### config.mk
export PLATFORM = sky130hd
export DESIGN_NAME = btb_resolve_controller
export DESIGN_NICKNAME = d
export VERILOG_FILES = /design/src/rtl/btb_resolve_controller.sv
export SDC_FILE = /design/constraint.sdc
export NUM_CORES = 1
export LEC_CHECK = 0
export CORE_MARGIN = 4
export CORE_UTILIZATION = 52
export DETAILED_ROUTE_END_ITERATION = 8
export HOLD_SLACK_MARGIN = 0.15
export PLACE_DENSITY = 0.85
export SYNTH_ARGS = -nofsm -noshare
export SYNTH_HDL_FRONTEND = slang
export SYNTH_SLANG_ARGS = --single-unit
### constraint.sdc
create_clock -name clk -period 6.9 [get_ports clk]
set_input_delay 1.035 -clock clk [delete_from_list [all_inputs] [get_ports clk]]
set_output_delay 1.035 -clock clk [all_outputs]
set_load 0.01 [all_outputs]
### src/rtl/btb_resolve_controller.sv
// btb_resolve_controller: resolves EX control flow, redirects fetch on mispredict and maintains the BTB
module btb_resolve_controller (
  input  logic        clk,
  input  logic        reset,
  input  logic        ex_valid,
  input  logic        ex_is_branch,
  input  logic        ex_is_jump,
  input  logic        ex_taken,
  input  logic [31:0] ex_pc,
  input  logic [31:0] ex_target,
  input  logic [31:0] ex_pred_pc,
  input  logic        invalidate_req,
  output logic        flush,
  output logic [31:0] pc_redirect,
  output logic        fetch_stall,
  output logic        btb_we,
  output logic [4:0]  btb_idx,
  output logic [24:0] btb_tag,
  output logic [31:0] btb_target,
  output logic [15:0] mispredict_count
);
  typedef enum logic [1:0] {SWEEP, RUN, SQUASH} state_t;
  state_t      state, state_n;
  logic [4:0]  sweep_idx;
  logic        wr_valid;
  logic [4:0]  wr_idx;
  logic [24:0] wr_tag;
  logic [31:0] wr_target;
  logic [15:0] count;
  logic [31:0] seq_pc, actual_next;
  logic        mispredict, sweep, insert;
  // Resolution, next state and outputs; reset forces the quiescent sweep-entry outputs
  always_comb begin
    seq_pc      = ex_pc + 32'd4;
    actual_next = (ex_is_jump || (ex_is_branch && ex_taken)) ? ex_target : seq_pc;
    insert      = actual_next != seq_pc;
    mispredict  = reset && state == RUN && ex_valid && actual_next != ex_pred_pc;
    sweep       = state == SWEEP;
    state_n     = sweep ? (&sweep_idx ? RUN : SWEEP) :
                  invalidate_req ? SWEEP :
                  mispredict ? SQUASH : RUN;
    flush       = !reset || sweep || mispredict;
    fetch_stall = !reset || sweep;
    pc_redirect = mispredict ? actual_next : 32'd0;
    btb_we      = reset && (sweep || wr_valid);
    btb_idx     = !reset ? 5'd0 : sweep ? sweep_idx : wr_valid ? wr_idx : 5'd0;
    btb_tag     = (reset && !sweep && wr_valid) ? wr_tag : 25'd0;
    btb_target  = (reset && !sweep && wr_valid) ? wr_target : 32'd0;
    mispredict_count = count;
  end
  // State, sweep index, registered BTB update and saturating mispredict counter
  always_ff @(posedge clk) begin
    if (!reset) begin
      state     <= SWEEP;
      sweep_idx <= 5'd0;
      wr_valid  <= 1'b0;
      wr_idx    <= 5'd0;
      wr_tag    <= 25'd0;
      wr_target <= 32'd0;
      count     <= 16'd0;
    end else begin
      state     <= state_n;
      sweep_idx <= sweep ? sweep_idx + 5'd1 : 5'd0;
      wr_valid  <= mispredict && !invalidate_req;
      if (mispredict) begin
        wr_idx    <= ex_pc[6:2];
        wr_tag    <= insert ? ex_pc[31:7] : 25'd0;
        wr_target <= insert ? actual_next : 32'd0;
        if (count != 16'hffff) count <= count + 16'd1;
      end
    end
  end
endmodule

==> results.json <==
{
  "fp.coreArea_um2": 12720,
  "synthesis.area_um2": 6824,
  "rows": 41,
  "power.density_nw_per_um2": 137.7,
  "rsz0062_at_grt": "false",
  "die_area_um2": 15020,
  "viasPerCell": 6.394,
  "p_sw_mw": 0.3842,
  "maxSlewViolCount": 0,
  "end_kind": "output port",
  "final_layout_size_suffix_gt1_share_pct": 7.736,
  "die_width_um": 122.6,
  "worstSetupPathType": "primary input to output port",
  "comb_power_share_pct": 21.9,
  "finalNetCount": 1162,
  "drc_errors": 0,
  "synth.top_cells.by_count": "86 x dfxtp_1, 68 x and3_1, 65 x nor2_1",
  "worst_ep_required_time_ps": 5860,
  "clock_skew_ps": 8.383,
  "seq_power_share_pct": 38.2,
  "grt_max_degree": 58,
  "cp_max_fo": 18,
  "cts_root_buf": "clkbuf_16",
  "track_usage_pct": 36.81,
  "switching_share_pct": 29.39,
  "slew_headroom_pct": 36.75,
  "synth-edff-count": 0,
  "synth_top_area_share_pct": 25.23,
  "status": "finished, final reports clean",
  "hold_path.class": "flop to flop",
  "clock-sinks": 86,
  "initial_core_util_pct": 53.64,
  "vdd_drop_max_mv": 0.1497,
  "p_leak_nw": 3.575,
  "tns_ps": 0,
  "vias": 7878,
  "synth_area_leaders": "dfxtp_1 25%, xnor2_1 7.7%, and3_1 6.2%",
  "fmax_ghz": 0.1533,
  "placed_cells": 1216,
  "worstMarginPinSlew_ps": 941.5,
  "portBuffers": 215,
  "grt_antenna_before_repair": 0,
  "slowest_delay_ps": 640,
  "firstDrtPassIters": 5,
  "avgSynthCellArea_um2": 7.880,
  "n_fill_cell": 965,
  "yosys.cell_count.top_type": "dfxtp_1",
  "hpwl_um": 21730,
  "yosysWarnings": 0,
  "drt_wl_total_um": 28230,
  "cts_tree": "yes",
  "path_clk_slew_ps": 70,
  "yosysSeqAreaShare_pct": 25.23,
  "cpMaxStageDelayCell": "clkdlybuf4s50_1",
  "stdcell_count": 1232,
  "path_cells": "clkdlybuf4s50_1, nand4_1, nor4_2, nand3_1, xor2_1, a211oi_1, or4_1, nor4_2, a21o_4, buf_12, a211oi_1, clkdlybuf4s50_1",
  "synthesis.nets": 973,
  "htree_levels": 3,
  "pin_count": 216,
  "clk_path_buf_depth": 2,
  "cap_violations": 0,
  "ys.flop_type": "dfxtp_1",
  "setup_viol": 0,
  "start_kind": "primary input",
  "hold_viol_final": 0,
  "drtAntennaViolNets": 0,
  "clock_latency_ps": 360,
  "numCtsBuffers": 9,
  "period_share_pct": 94.51,
  "clkPwrFrac_pct": 39.9,
  "grt_pass1_wl_um": 42540,
  "grt_pass1_vias": 7496,
  "multiInputGateArea_um2": 4683,
  "drt-initial-drc-count": 913,
  "grt_overflow": 0,
  "timing.final.crit_period_ps": 6522,
  "cp.arrival_ps": 5490,
  "critPathTopFamily": "simple AND/OR/NAND/NOR gates",
  "syn2layout_area_growth_pct": 39.13,
  "antennaDiodeCount": 0,
  "internal_power_mw": 0.9234,
  "ys_ff_latch": 86,
  "critPathBufInv": 3,
  "synthCells": 866,
  "seq_area_um2": 1722,
  "synth_top_area_cell": "dfxtp_1",
  "routabilityCongestion": 1.034,
  "die_h_um": 122.6,
  "async_reset_ff_share_pct": 0,
  "ys_types": 73,
  "avgRoutedWirePerCell_um": 22.91
}
[registers in the layout, summed over array words and instances (netlist names)]
name	cells
mispredict_count	16
state	2
sweep_idx	5
wr_idx	5
wr_tag	25
wr_target	32
wr_valid	1
[power groups by stage]
stage	logic, mW	registers, mW	clock network, mW
final	0.286	0.499	0.522
after global routing	0.299	0.499	0.547
after CTS	0.277	0.499	0.525
after detailed placement	0.275	0.510	0
after global placement	0.276	0.510	0
after floorplan	0.137	0.510	0
[per-stage QoR]
stage               cell area [um^2]  utilization, %  worst slack [ps]  hold slack (ps)  power [mW]
finish                          9494           74.63             378.5            469.3       1.308
global route                    9494           74.63             197.7            490.6       1.346
CTS                             9488           74.58             298.2            466.8       1.302
detailed placement              9171           72.09             334.9            456.3      0.7853
global placement                9171           72.09             474.2            446.3      0.7863
floorplan                       6824               -              2123            429.4      0.6475
[path summary, 6_finish.rpt]
check                            from             endpoint  slack (ps)  depth (start not counted)
setup / recovery             ex_pc[7]      pc_redirect[14]         380                         12
setup reg to reg  mispredict_count[3]  mispredict_count[5]        3920                          9
hold / removal              wr_idx[3]            wr_idx[3]         470                          2
hold reg to reg             wr_idx[3]            wr_idx[3]         470                          2
[cell usage in the layout, fill, tap and decap left out, types with 15 or more instances in the layout]
| cell | netlist | final |
|---|---|---|
| clkdlybuf4s50_1 | 0 | 214 |
| dfxtp_1 | 86 | 86 |
| and3_1 | 68 | 68 |
| nor2_1 | 65 | 64 |
| and2_1 | 63 | 63 |
| xnor2_1 | 60 | 60 |
| nand2_1 | 48 | 48 |
| a31o_1 | 47 | 47 |
| buf_4 | 9 | 33 |
| nand3_1 | 32 | 32 |
| a211oi_1 | 31 | 30 |
| xor2_1 | 26 | 26 |
| inv_1 | 22 | 22 |
| nand4_1 | 19 | 19 |
| nor3_1 | 18 | 18 |
| a21oi_1 | 19 | 17 |
| nor4_1 | 16 | 15 |
[final cells by class]
cell class | instances | share of cell area (%)
well taps | 172 | 2.267
multi-input cells | 684 | 49.33
flip-flops and latches | 86 | 18.13
inverters | 22 | 0.8698
clock inverters | 5 | 0.6721
clock buffers | 11 | 2.662
repair buffers | 252 | 26.07
[kinds of logic after synthesis]
kind of cell,count (synthesis),share of synthesized area (%)
compound gates,196,22.42
xor+xnor,87,11.28
fa+ha+maj,4,0.7334
buf+inv,96,6.949
flops,86,25.23
mux,9,1.357
simple gates,388,32.03
[per-layer routing]
| layer | up-vias | GRT usage (%) | share of wire (%) |
|---|---|---|---|
| li1 | 3577 | - | - |
| met4 | 0 | 12.88 | 3.4 |
| met1 | 3716 | 48.93 | 41 |
| met5 | - | 0 | 0 |
| met3 | 83 | 8.433 | 10 |
| met2 | 502 | 58.71 | 45 |
[tightest hold or removal path, stage by stage (launching register included)]
cell and delay (ps):
dfxtp_1 310, nand3_1 60, o21ai_1 50
[what timing repair did]
item / in CTS / in global routing
buffers inserted: 0 / 0
gates resized for setup: 0 / 1
setup endpoints to repair: 0 / 4
hold buffers: 0 / 0
Note: power is estimated with default switching activity, not from simulation.
